<file path="src/rtl/bin_frame_capture_ctrl.sv">
// One-shot binarised frame capture sequencer: arm on HPS start, pack pixels into words, pace HPS readout.
// Optional FRAME_CHECKSUM_EN adds an XOR checksum of written words and a readback compare (oSTATE bit 7).
module bin_frame_capture_ctrl #(
    parameter int          SHIFT_WIDTH = 16,
    parameter int          H_ACTIVE    = 640,
    parameter int          V_ACTIVE    = 480,
    parameter logic [23:0] TIMEOUT_CYC = 24'd16777215
) (
    input  logic                   iCLK,
    input  logic                   iRST,
    input  logic                   iSTART,
    input  logic                   iFVAL,
    input  logic                   iPIX,
    input  logic                   iPIX_VAL,
    input  logic                   iHPS_CLK,
    output logic                   oCAP_EN,
    output logic [SHIFT_WIDTH-1:0] oWR_DATA,
    output logic                   oWR_EN,
    output logic                   oWR_LOAD,
    output logic                   oRD_EN,
    output logic                   oRD_LOAD,
    output logic [14:0]            oWORD_CNT,
    output logic                   oDONE,
    output logic [9:0]             oSTATE
`ifdef FRAME_CHECKSUM_EN
    ,
    output logic [SHIFT_WIDTH-1:0] oCHECKSUM,
    input  logic [SHIFT_WIDTH-1:0] iRD_DATA
`endif
);

    localparam int               WORDS    = H_ACTIVE * V_ACTIVE / SHIFT_WIDTH;
    localparam int               BW       = $clog2(SHIFT_WIDTH);
    localparam logic [14:0]      WORDS_M1 = 15'(WORDS - 1);
    localparam logic [BW-1:0]    LAST_BIT = BW'(SHIFT_WIDTH - 1);

    typedef enum logic [6:0] {
        S_IDLE    = 7'b0000001,
        S_ARM     = 7'b0000010,
        S_CAPTURE = 7'b0000100,
        S_FLUSH   = 7'b0001000,
        S_READOUT = 7'b0010000,
        S_DONE    = 7'b0100000,
        S_ABORT   = 7'b1000000
    } state_t;

    state_t                 state;
    logic                   start_q;
    logic                   fval_q;
    logic [SHIFT_WIDTH-2:0] pack;
    logic [BW-1:0]          bit_cnt;
    logic [23:0]            timer;
    logic [2:0]             flush_cnt;
    logic                   hps_s1, hps_s2, hps_s3;

    logic                   start_rise, fval_rise, fval_fall, hps_rise, pix_last, timeout;
    logic [23:0]            timer_nxt;
    logic [SHIFT_WIDTH-1:0] word;

    assign start_rise = iSTART & ~start_q;
    assign fval_rise  = iFVAL & ~fval_q;
    assign fval_fall  = ~iFVAL & fval_q;
    assign hps_rise   = hps_s2 & ~hps_s3;
    assign pix_last   = iPIX_VAL && (bit_cnt == LAST_BIT);
    // The completing pixel goes straight into the top bit of the outgoing word.
    assign word       = {iPIX, pack};
    assign timer_nxt  = (timer == 24'hFFFFFF) ? timer : timer + 24'd1;
    assign timeout    = (timer_nxt == TIMEOUT_CYC);

    always_ff @(posedge iCLK) begin
        if (iRST) begin
            state     <= S_IDLE;
            start_q   <= 1'b0;
            fval_q    <= 1'b0;
            pack      <= '0;
            bit_cnt   <= '0;
            timer     <= '0;
            flush_cnt <= '0;
            hps_s1    <= 1'b0;
            hps_s2    <= 1'b0;
            hps_s3    <= 1'b0;
            oCAP_EN   <= 1'b0;
            oWR_DATA  <= '0;
            oWR_EN    <= 1'b0;
            oWR_LOAD  <= 1'b0;
            oRD_EN    <= 1'b0;
            oRD_LOAD  <= 1'b0;
            oWORD_CNT <= '0;
            oDONE     <= 1'b0;
        end else begin
            start_q  <= iSTART;
            fval_q   <= iFVAL;
            hps_s1   <= iHPS_CLK;
            hps_s2   <= hps_s1;
            hps_s3   <= hps_s2;
            oWR_EN   <= 1'b0;
            oWR_LOAD <= 1'b0;
            oRD_EN   <= 1'b0;
            oRD_LOAD <= 1'b0;
            case (state)
                S_IDLE: begin
                    if (start_rise) begin
                        oWR_LOAD  <= 1'b1;
                        oRD_LOAD  <= 1'b1;
                        oWORD_CNT <= '0;
                        oDONE     <= 1'b0;
                        pack      <= '0;
                        bit_cnt   <= '0;
                        timer     <= '0;
                        state     <= S_ARM;
                    end
                end
                S_ARM: begin
                    timer <= timer_nxt;
                    if (timeout) begin
                        state <= S_ABORT;
                    end else if (fval_rise) begin
                        oCAP_EN <= 1'b1;
                        state   <= S_CAPTURE;
                    end
                end
                S_CAPTURE: begin
                    timer <= timer_nxt;
                    if (iPIX_VAL) begin
                        if (!pix_last)
                            pack[bit_cnt] <= iPIX;
                        bit_cnt <= pix_last ? '0 : bit_cnt + 1'b1;
                    end
                    if (pix_last) begin
                        oWR_DATA  <= word;
                        oWR_EN    <= 1'b1;
                        oWORD_CNT <= oWORD_CNT + 15'd1;
                    end
                    // A completing word is always written, even when the frame ends or times out with it.
                    if (pix_last && oWORD_CNT == WORDS_M1) begin
                        oCAP_EN   <= 1'b0;
                        flush_cnt <= '0;
                        state     <= S_FLUSH;
                    end else if (fval_fall || timeout) begin
                        oCAP_EN <= 1'b0;
                        state   <= S_ABORT;
                    end
                end
                S_FLUSH: begin
                    flush_cnt <= flush_cnt + 3'd1;
                    if (flush_cnt == 3'd7) begin
                        oWORD_CNT <= '0;
                        state     <= S_READOUT;
                    end
                end
                S_READOUT: begin
                    if (hps_rise) begin
                        oRD_EN    <= 1'b1;
                        oWORD_CNT <= oWORD_CNT + 15'd1;
                        if (oWORD_CNT == WORDS_M1) begin
                            oDONE <= 1'b1;
                            state <= S_DONE;
                        end
                    end
                end
                S_DONE: begin
                    if (!iSTART) begin
                        oDONE <= 1'b0;
                        state <= S_IDLE;
                    end
                end
                S_ABORT: begin
                    if (!iSTART)
                        state <= S_IDLE;
                end
                default: state <= S_IDLE;
            endcase
        end
    end

`ifdef FRAME_CHECKSUM_EN
    logic [SHIFT_WIDTH-1:0] csum, rd_xor;
    logic                   rd_en_q, csum_err;

    // Read data arrives the cycle after oRD_EN; the final compare fires on the last read's data.
    always_ff @(posedge iCLK) begin
        if (iRST) begin
            csum     <= '0;
            rd_xor   <= '0;
            rd_en_q  <= 1'b0;
            csum_err <= 1'b0;
        end else begin
            rd_en_q <= oRD_EN;
            if (state == S_IDLE && start_rise) begin
                csum     <= '0;
                rd_xor   <= '0;
                csum_err <= 1'b0;
            end else begin
                if (state == S_CAPTURE && pix_last)
                    csum <= csum ^ word;
                if (rd_en_q)
                    rd_xor <= rd_xor ^ iRD_DATA;
                if (rd_en_q && oWORD_CNT == 15'(WORDS))
                    csum_err <= ((rd_xor ^ iRD_DATA) != csum);
            end
        end
    end

    assign oCHECKSUM = csum;
    assign oSTATE    = {2'b00, csum_err, state};
`else
    assign oSTATE    = {3'b000, state};
`endif

endmodule

</file>
<file path="config.mk">
export PLATFORM = sky130hd
export DESIGN_NAME = bin_frame_capture_ctrl
export DESIGN_NICKNAME = d
export VERILOG_FILES = /design/src/rtl/bin_frame_capture_ctrl.sv
export SDC_FILE = /design/constraint.sdc
export NUM_CORES = 1
export LEC_CHECK = 0
export BUFFER_PORTS_ARGS = -buffer_cell sky130_fd_sc_hd__buf_2
export CAP_MARGIN = 20
export CORE_MARGIN = 2
export CORE_UTILIZATION = 40
export DETAILED_ROUTE_END_ITERATION = 10
export PLACE_DENSITY_LB_ADDON = 0.12
export SLEW_MARGIN = 0
export SYNTH_ARGS = -nofsm -noshare
export SYNTH_HDL_FRONTEND = slang
export SYNTH_SLANG_ARGS = --single-unit
</file>
<file path="constraint.sdc">
create_clock -name iCLK -period 2.8 [get_ports iCLK]
set_input_delay 0.28 -clock iCLK [delete_from_list [all_inputs] [get_ports iCLK]]
set_output_delay 0.28 -clock iCLK [all_outputs]
set_load 0.01 [all_outputs]
</file>
==> load_flow_metrics.sql, run 1 <==
INSERT INTO impl_metrics (metric_group, metric, value, unit) VALUES
('sta', 'period_minus_slack', '2.752', 'ns'),
('power_and_ir_drop', 'power.leakage', '0.002269', 'uW'),
('die', 'die_area', '0.01271', 'mm2'),
('detailed_routing', 'post_dr_vias_cell', '5.591', ''),
('yosys', 'count_of_state_elements_after_synthesis', '94', ''),
('sta', 'timing.clock.skew', '0.01061', 'ns'),
('worst_setup_path', 'setup.reg_to_reg.worst_slack', '0.05', 'ns'),
('clocking', 'cts.path.max_buffers', '2', ''),
('die', 'floorplan.io_pins', '54', ''),
('worst_setup_path', 'worst-endpoint-required', '3.04', 'ns'),
('finish', 'flow.area_growth_from_synthesis', '25.53', '%'),
('clocking', 'number_of_buffers_added_by_the_clock_tree_synthesis_step', '9', ''),
('detailed_routing', 'first_pass_iters', '5', ''),
('detailed_routing', 'postRouteAntennaNets', '0', ''),
('yosys', 'postSynth.topFlopCell', 'sky130_fd_sc_hd__dfxtp_1', ''),
('placed_design', 'pre_cts_slack', '0.05236', 'ns'),
('worst_setup_path', 'crit_path_max_fanout', '8', ''),
('clocking', 'clock_sinks', '94', ''),
('grt', 'vias_in_the_first_global_route', '4326', ''),
('placed_design', 'place.detailed.hpwl', '9100', 'um'),
('worst_setup_path', 'critical_path_arrival', '2.99', 'ns'),
('clocking', 'clock_tree.htree_level_count', '3', ''),
('sta', 'final_clock_period_utilization_by_the_worst_path', '98.29', '%'),
('clocking', 'cts.reportedPaths.clkPinSlew', '0.07', 'ns'),
('clocking', 'clock_tree.root_cell', 'sky130_fd_sc_hd__clkbuf_16', ''),
('grt', 'first_pass_grt_wire_length', '21180', 'um'),
('sta', 'fin_ws', '0.04781', 'ns'),
('worst_setup_path', 'r2r.worst_path.cells', '9', ''),
('detailed_routing', 'route.vias.total', '4752', ''),
('detailed_routing', 'initialDrtViolationCount', '406', ''),
('yosys', 'yosys-top-cells-area', 'sky130_fd_sc_hd__dfxtp_1 (40%), sky130_fd_sc_hd__a21oi_1 (8.3%), sky130_fd_sc_hd__nand2_1 (7.0%)', ''),
('clocking', 'worstSkewPairLatency', '0.35', 'ns'),
('grt', 'pin_count_of_the_biggest_net_entering_global_routing', '43', ''),
('worst_setup_path', 'critical_path_cell_list', 'nand4_1, or3_4, or4_4, a22oi_2, nand4_1, nor4_4, buf_6, o21ai_2, a31o_1', ''),
('worst_setup_path', 'startpoint_type', 'flip-flop', ''),
('detailed_routing', 'residual_drc_count', '0', ''),
('sta', 'slew_headroom', '64.89', '%'),
('grt', 'gr-total-overflow', '0', ''),
('yosys', 'synth_sequential_area_ratio', '39.79', '%'),
('finish', 'fillerInstances', '1119', ''),
('worst_setup_path', 'setup.worst_path.end_class', 'flip-flop', ''),
('worst_hold_path', 'min_path_type', 'in -> reg', ''),
('yosys', 'syn-instance-count', '604', ''),
('die', 'rows', '39', ''),
('sta', 'timing_hold_violations_final', '0', ''),
('die', 'chipHeight', '112.7', 'um'),
('worst_setup_path', 'cp_slowest_stage_delay', '0.54', 'ns'),
('clocking', 'cts-hold-fix-buffers', '0', ''),
('finish', 'finalNonFillerCells', '850', ''),
('detailed_routing', 'detail_route.wl_per_cell', '15.10', 'um'),
('yosys', 'syn-cell-area', '0.004730', 'mm2'),
('finish', 'share_of_cells_above_drive_strength_1', '23.76', '%'),
('grt', 'grt_antenna_before_repair', '0', ''),
('die', 'die_w', '112.7', 'um'),
('die', 'initial_core_util', '41.24', '%'),
('sta', 'max_slew.worst_pin.slew', '0.5247', 'ns'),
('grt', 'globalRouteTotalUtil', '20.20', '%'),
('outcome', 'status', 'complete, no violations', ''),
('placed_design', 'io_buffer_count', '50', ''),
('worst_setup_path', 'worst_setup_path_endpoint', 'state[4]', ''),
('yosys', 'top_area_cell_type_share_of_the_netlist_area', '39.79', '%'),
('die', 'fp.coreArea', '0.01147', 'mm2'),
('worst_setup_path', 'worst_path_max_delay_cell', 'sky130_fd_sc_hd__or4_4', ''),
('finish', 'fin_nets', '718', ''),
('worst_setup_path', 'timing.critical_path.mode_cell', 'sky130_fd_sc_hd__nand4_1', ''),
('sta', 'setup_violations', '0', ''),
('yosys', 'ys_async_sr_fraction', '0', '%'),
('yosys', 'synth-edff-count', '0', ''),
('worst_setup_path', 'reg2reg_to', 'state[4]', ''),
('job', 'max_cap_violations', '0', ''),
('detailed_routing', 'postRouteWirelength', '12840', 'um');
## through the flow
| step | hold slack (ns) | utilization, % | instance area (um2) | power (uW) |
|---|---|---|---|---|
| after floorplan | 0.3629 | - | 4737 | 1991 |
| after CTS | 0.1467 | 50.59 | 5802 | 3555 |
| final | 0.1550 | 51.77 | 5937 | 3539 |
| after detailed placement | 0.4441 | 47.98 | 5502 | 2293 |
| after global placement | 0.4391 | 47.98 | 5502 | 2282 |
| after global routing | 0.1601 | 51.77 | 5937 | 3728 |
## what timing repair did
action / in CTS / in global routing
setup endpoints to repair: 0 / 10
buffers inserted: 0 / 5
resized for setup: 0 / 30
## how the worst min path moves through the flow
stage                   to  cells past startpoint        start
5_1_grt           oRD_LOAD                      2         iRST
3_3_place_gp   oWR_DATA[4]                      2      pack[4]
4_1_cts             hps_s1                      2     iHPS_CLK
3_5_place_dp   oWR_DATA[9]                      2  oWR_DATA[9]
6_report            hps_s1                      2     iHPS_CLK
2_1_floorplan      start_q                      1         iRST
## Yosys cell counts (all sizes together) (3+ instances only)
cell,count
nand3b,3
a22oi,7
or4,4
xor2,13
a211oi,3
xnor2,5
ha,8
nand2b,6
nor2b,9
nand2,89
nor4,13
nand4b,5
clkbuf,23
nand3,23
buf,10
and4b,4
o31ai,3
and3,6
nand4,13
nor3,18
inv,10
a311oi,10
or3,7
and2,6
a31oi,5
o21ai,38
nor2,63
a21oi,78
dfxtp,94
a32oi,3
## where the power goes
| part | internal, uW | switching [uW] |
|---|---|---|
| logic | 331 | 549 |
| registers | 1370 | 29.9 |
| clock network | 737 | 519 |
## logic make-up after synthesis
kind of cell	count (synthesis)	share of synthesized area (%)
flops	94	39.79
simple gates	274	29.44
other cells	1	0.07929
xor+xnor	18	3.333
mux	2	0.4233
compound gates	164	20.95
fa+ha+maj	8	2.116
buf+inv	43	3.862
## critical path: cells and delay by family (launching register included)
family | cells | cell delay, ns
AO/OA/AOI/OAI | 3 | 0.49
buffers and inverters | 1 | 0.16
flip-flops | 1 | 0.37
AND/OR/NAND/NOR | 5 | 1.61
## final cells by class
type | instances | area [um2] | share of cell area [%]
Multi-Input combinational cell | 469 | 2740 | 46.15
Timing Repair Buffer | 119 | 772.0 | 13.00
Sequential cell | 94 | 1908 | 32.14
Inverter | 10 | 37.54 | 0.6322
Clock buffer | 12 | 256.5 | 4.320
Clock inverter | 3 | 43.79 | 0.7376
Tap cell | 143 | 178.9 | 3.014
## layer usage
| layer | GRT usage (%) | share of wire (%) | up-vias |
|---|---|---|---|
| met5 | 0 | 0 | - |
| met4 | 4.878 | 1.1 | 0 |
| met3 | 4.981 | 5.2 | 14 |
| met2 | 31.86 | 45 | 117 |
| met1 | 27.99 | 48 | 2256 |
| li1 | - | - | 2365 |
## placed cells by master, fill, tap and decap left out, types with 12 or more instances in the layout
| cell type | count |
|---|---|
| sky130_fd_sc_hd__nand2_1 | 87 |
| sky130_fd_sc_hd__buf_4 | 68 |
| sky130_fd_sc_hd__buf_2 | 50 |
| sky130_fd_sc_hd__nand3_1 | 22 |
| sky130_fd_sc_hd__xor2_1 | 13 |
| sky130_fd_sc_hd__dfxtp_1 | 85 |
| sky130_fd_sc_hd__o21ai_0 | 35 |
| sky130_fd_sc_hd__nor3_1 | 14 |
| sky130_fd_sc_hd__nor2_1 | 63 |
| sky130_fd_sc_hd__a21oi_1 | 78 |
| sky130_fd_sc_hd__nand4_1 | 12 |
## flip-flops by register name, summed over array words and instances, names as in the netlist, 3 cells and up
name,cells
timer,24
pack,15
state,7
bit_cnt,4
oWORD_CNT,15
oWR_DATA,16
flush_cnt,3
(Power assumes the default switching activity.)
==> inputs of run 2 (changes only) <==
--- a/config.mk
+++ b/config.mk
@@ -5,13 +5,13 @@
 export SDC_FILE = /design/constraint.sdc
 export NUM_CORES = 1
 export LEC_CHECK = 0
-export BUFFER_PORTS_ARGS = -buffer_cell sky130_fd_sc_hd__buf_2
+export BUFFER_PORTS_ARGS = -buffer_cell sky130_fd_sc_hd__buf_4
 export CAP_MARGIN = 20
 export CORE_MARGIN = 2
 export CORE_UTILIZATION = 40
 export DETAILED_ROUTE_END_ITERATION = 10
 export PLACE_DENSITY_LB_ADDON = 0.12
-export SLEW_MARGIN = 0
+export SLEW_MARGIN = 20
 export SYNTH_ARGS = -nofsm -noshare
 export SYNTH_HDL_FRONTEND = slang
 export SYNTH_SLANG_ARGS = --single-unit
==> load_flow_metrics.sql, run 2 (synthesis gave the netlist of run 1 again) <==
INSERT INTO impl_metrics (metric_group, metric, value, unit) VALUES
('job', 'max_cap_violations', '0', ''),
('power_and_ir_drop', 'power.combinational.fraction', '25.7', '%'),
('detailed_routing', 'residual_drc_count', '0', ''),
('power_and_ir_drop', 'switching_share', '31.84', '%'),
('finish', 'largest_reg_flops', '24', ''),
('die', 'initial_core_util', '41.24', '%'),
('power_and_ir_drop', 'vdd_drop_max', '0.0003688', 'V'),
('sta', 'timing.fmax', '371.7', 'MHz'),
('sta', 'timing.clock.skew', '0.009421', 'ns'),
('sta', 'drv_slew', '0', ''),
('clocking', 'worstSkewPairLatency', '0.35', 'ns'),
('die', 'chipHeight', '112.7', 'um'),
('finish', 'commonest_cells_after_routing_fill_and_taps_aside', 'sky130_fd_sc_hd__buf_4 (119), sky130_fd_sc_hd__dfxtp_1 (90), sky130_fd_sc_hd__nand2_1 (87), sky130_fd_sc_hd__a21oi_1 (78), sky130_fd_sc_hd__nor2_1 (62)', ''),
('sta', 'max_slew.worst_pin.slew', '0.5278', 'ns'),
('finish', 'regMostFlops', 'timer', ''),
('finish', 'finish.instance_area', '0.006061', 'mm2'),
('detailed_routing', 'post_dr_vias_cell', '5.542', ''),
('placed_design', 'routability_driven_placement_congestion_ratio', '0.9146', ''),
('detailed_routing', 'route.vias.total', '4722', ''),
('worst_hold_path', 'min_path_type', 'in -> reg', ''),
('sta', 'setup_violations', '0', ''),
('worst_setup_path', 'critical_path_arrival', '2.93', 'ns'),
('placed_design', 'place.detailed.hpwl', '8986', 'um'),
('grt', 'pin_count_of_the_biggest_net_entering_global_routing', '41', ''),
('finish', 'number_of_inserted_diodes', '0', ''),
('detailed_routing', 'postRouteWirelength', '12760', 'um'),
('grt', 'vias_in_the_first_global_route', '4212', ''),
('sta', 'period_minus_slack', '2.690', 'ns'),
('placed_design', 'io_buffer_count', '50', ''),
('finish', 'largestRegisters', 'timer: 24 flops, oWR_DATA: 16 flops', ''),
('finish', 'fin_nets', '719', ''),
('placed_design', 'postPlaceCellArea', '0.005627', 'mm2'),
('clocking', 'clock_sinks', '94', ''),
('power_and_ir_drop', 'power.leakage', '0.002259', 'uW'),
('die', 'rows', '39', ''),
('worst_setup_path', 'worst_path_max_delay_cell', 'sky130_fd_sc_hd__or4_4', ''),
('power_and_ir_drop', 'power_per_cell_area', '589.2', 'mW/mm2'),
('die', 'floorplan.io_pins', '54', ''),
('worst_setup_path', 'setup.reg_to_reg.worst_slack', '0.11', 'ns'),
('clocking', 'tritoncts_clock_tree', 'built', ''),
('finish', 'fillerInstances', '1102', ''),
('sta', 'timing_hold_violations_final', '0', ''),
('sta', 'final_clock_period_utilization_by_the_worst_path', '96.08', '%'),
('power_and_ir_drop', 'power.net_switching', '1137', 'uW'),
('clocking', 'cts-hold-fix-buffers', '0', ''),
('worst_setup_path', 'crit_buf_inv', '1', ''),
('detailed_routing', 'detail_route.wl_per_cell', '14.98', 'um'),
('clocking', 'clock_tree.htree_level_count', '3', ''),
('grt', 'gr-total-overflow', '0', ''),
('die', 'die_w', '112.7', 'um'),
('die', 'fp.coreArea', '0.01147', 'mm2'),
('clocking', 'number_of_buffers_added_by_the_clock_tree_synthesis_step', '9', ''),
('detailed_routing', 'first_pass_iters', '5', ''),
('sta', 'slew_headroom', '64.58', '%'),
('worst_setup_path', 'startpoint_type', 'flip-flop', ''),
('worst_setup_path', 'cp_slowest_stage_delay', '0.49', 'ns'),
('clocking', 'cts.path.max_buffers', '2', ''),
('worst_setup_path', 'setup.worst_path.end_class', 'flip-flop', ''),
('worst_setup_path', 'critical_path_cell_list', 'nand4_1, or3_4, or4_4, a22oi_2, nand4_1, nor4_4, buf_6, o21ai_2, a31o_1', ''),
('power_and_ir_drop', 'share_clk_of_total_power', '35.0', '%'),
('clocking', 'cts.reportedPaths.clkPinSlew', '0.07', 'ns'),
('power_and_ir_drop', 'power_frac_seq', '39.4', '%'),
('grt', 'first_pass_grt_wire_length', '20710', 'um'),
('grt', 'grt_antenna_before_repair', '0', ''),
('detailed_routing', 'postRouteAntennaNets', '0', ''),
('worst_setup_path', 'cp_top_family', 'simple AND/OR/NAND/NOR gates', ''),
('die', 'die_area', '0.01271', 'mm2'),
('worst_setup_path', 'timing.critical_path.mode_cell', 'sky130_fd_sc_hd__nand4_1', ''),
('power_and_ir_drop', 'power', '3571', 'uW'),
('sta', 'rsz_0062_raised_after_global_routing', 'true', ''),
('finish', 'share_of_cells_above_drive_strength_1', '23.70', '%'),
('outcome', 'status', 'complete, no violations', ''),
('worst_setup_path', 'crit_path_max_fanout', '8', ''),
('clocking', 'clock_tree.root_cell', 'sky130_fd_sc_hd__clkbuf_16', ''),
('grt', 'globalRouteTotalUtil', '19.83', '%'),
('power_and_ir_drop', 'power_report.internal_total', '2434', 'uW'),
('worst_setup_path', 'worst-endpoint-required', '3.04', 'ns'),
('finish', 'final_common_cell', 'sky130_fd_sc_hd__buf_4', ''),
('finish', 'flow.area_growth_from_synthesis', '28.15', '%'),
('worst_setup_path', 'worstSetupPathType', 'reg -> reg', ''),
('detailed_routing', 'initialDrtViolationCount', '338', '');
## run 2: changes by cell type in the layout (fill, tap and decap cells not counted), moves of 5 or more
cell,delta
sky130_fd_sc_hd__buf_2,-50
sky130_fd_sc_hd__buf_4,+51
sky130_fd_sc_hd__dfxtp_1,+5
sky130_fd_sc_hd__dfxtp_4,-5
## run 2: worst paths after layout
| path | start | end | depth (start not counted) |
|---|---|---|---|
| setup / recovery | timer[19] | state[4] | 9 |
| hold / removal | iHPS_CLK | hps_s1 | 2 |
| hold reg to reg | pack[4] | oWR_DATA[4] | 2 |
| setup reg to reg | timer[19] | state[4] | 9 |
## run 2: repair_timing
item / 4_1_cts / 5_1_grt
setup buffers: 0 / 6
endpoints found under the hold margin: 0 / 0
setup endpoints to repair: 0 / 12
resized for setup: 0 / 23
## run 2: power groups by stage
stage | clock network, uW | logic, uW | registers [uW]
6_report | 1250 | 916 | 1410
5_1_grt | 1330 | 1010 | 1410
4_1_cts | 1280 | 875 | 1400
3_5_place_dp | 0 | 871 | 1440
3_3_place_gp | 0 | 854 | 1430
2_1_floorplan | 0 | 532 | 1460
## run 2: layer usage
| metal | GRT usage (%) | share of wire, % | up-vias |
|---|---|---|---|
| li1 | - | - | 2385 |
| met1 | 28.35 | 50 | 2231 |
| met2 | 30.70 | 44 | 93 |
| met3 | 2.785 | 3.8 | 13 |
| met4 | 6.992 | 1.4 | 0 |
| met5 | 0 | 0 | - |
## run 2: cell type report
class | count | area, um2 | area share (%)
clock buffers | 10 | 229.0 | 3.778
flip-flops and latches | 94 | 1889 | 31.17
multi-input cells | 469 | 2754 | 45.44
clock inverters | 6 | 67.56 | 1.115
inverters | 10 | 37.54 | 0.6193
well taps | 143 | 178.9 | 2.952
repair buffers | 120 | 904.6 | 14.93
## run 2: worst reg2reg max path, delay by kind of cell (launching register included)
family,cells,cell delay (ns)
and+or+nand+nor,5,1.60
AOI/OAI and AO/OA,3,0.46
DFF,1,0.37
buffers and inverters,1,0.17
## run 2: per-stage QoR
stage / setup slack (ns) / cells / setup TNS [ns] / hold slack, ns / util, %
after floorplan: 0.09395 / 606 / 0 / 0.3629 / -
after global placement: 0.09093 / 830 / 0 / 0.4384 / 49.07
after detailed placement: 0.04936 / 830 / 0 / 0.4383 / 49.07
after CTS: 0.02661 / 846 / 0 / 0.1429 / 51.65
after global routing: -0.08332 / 852 / -0.2727 / 0.1588 / 52.85
final: 0.1098 / 852 / 0 / 0.1460 / 52.85
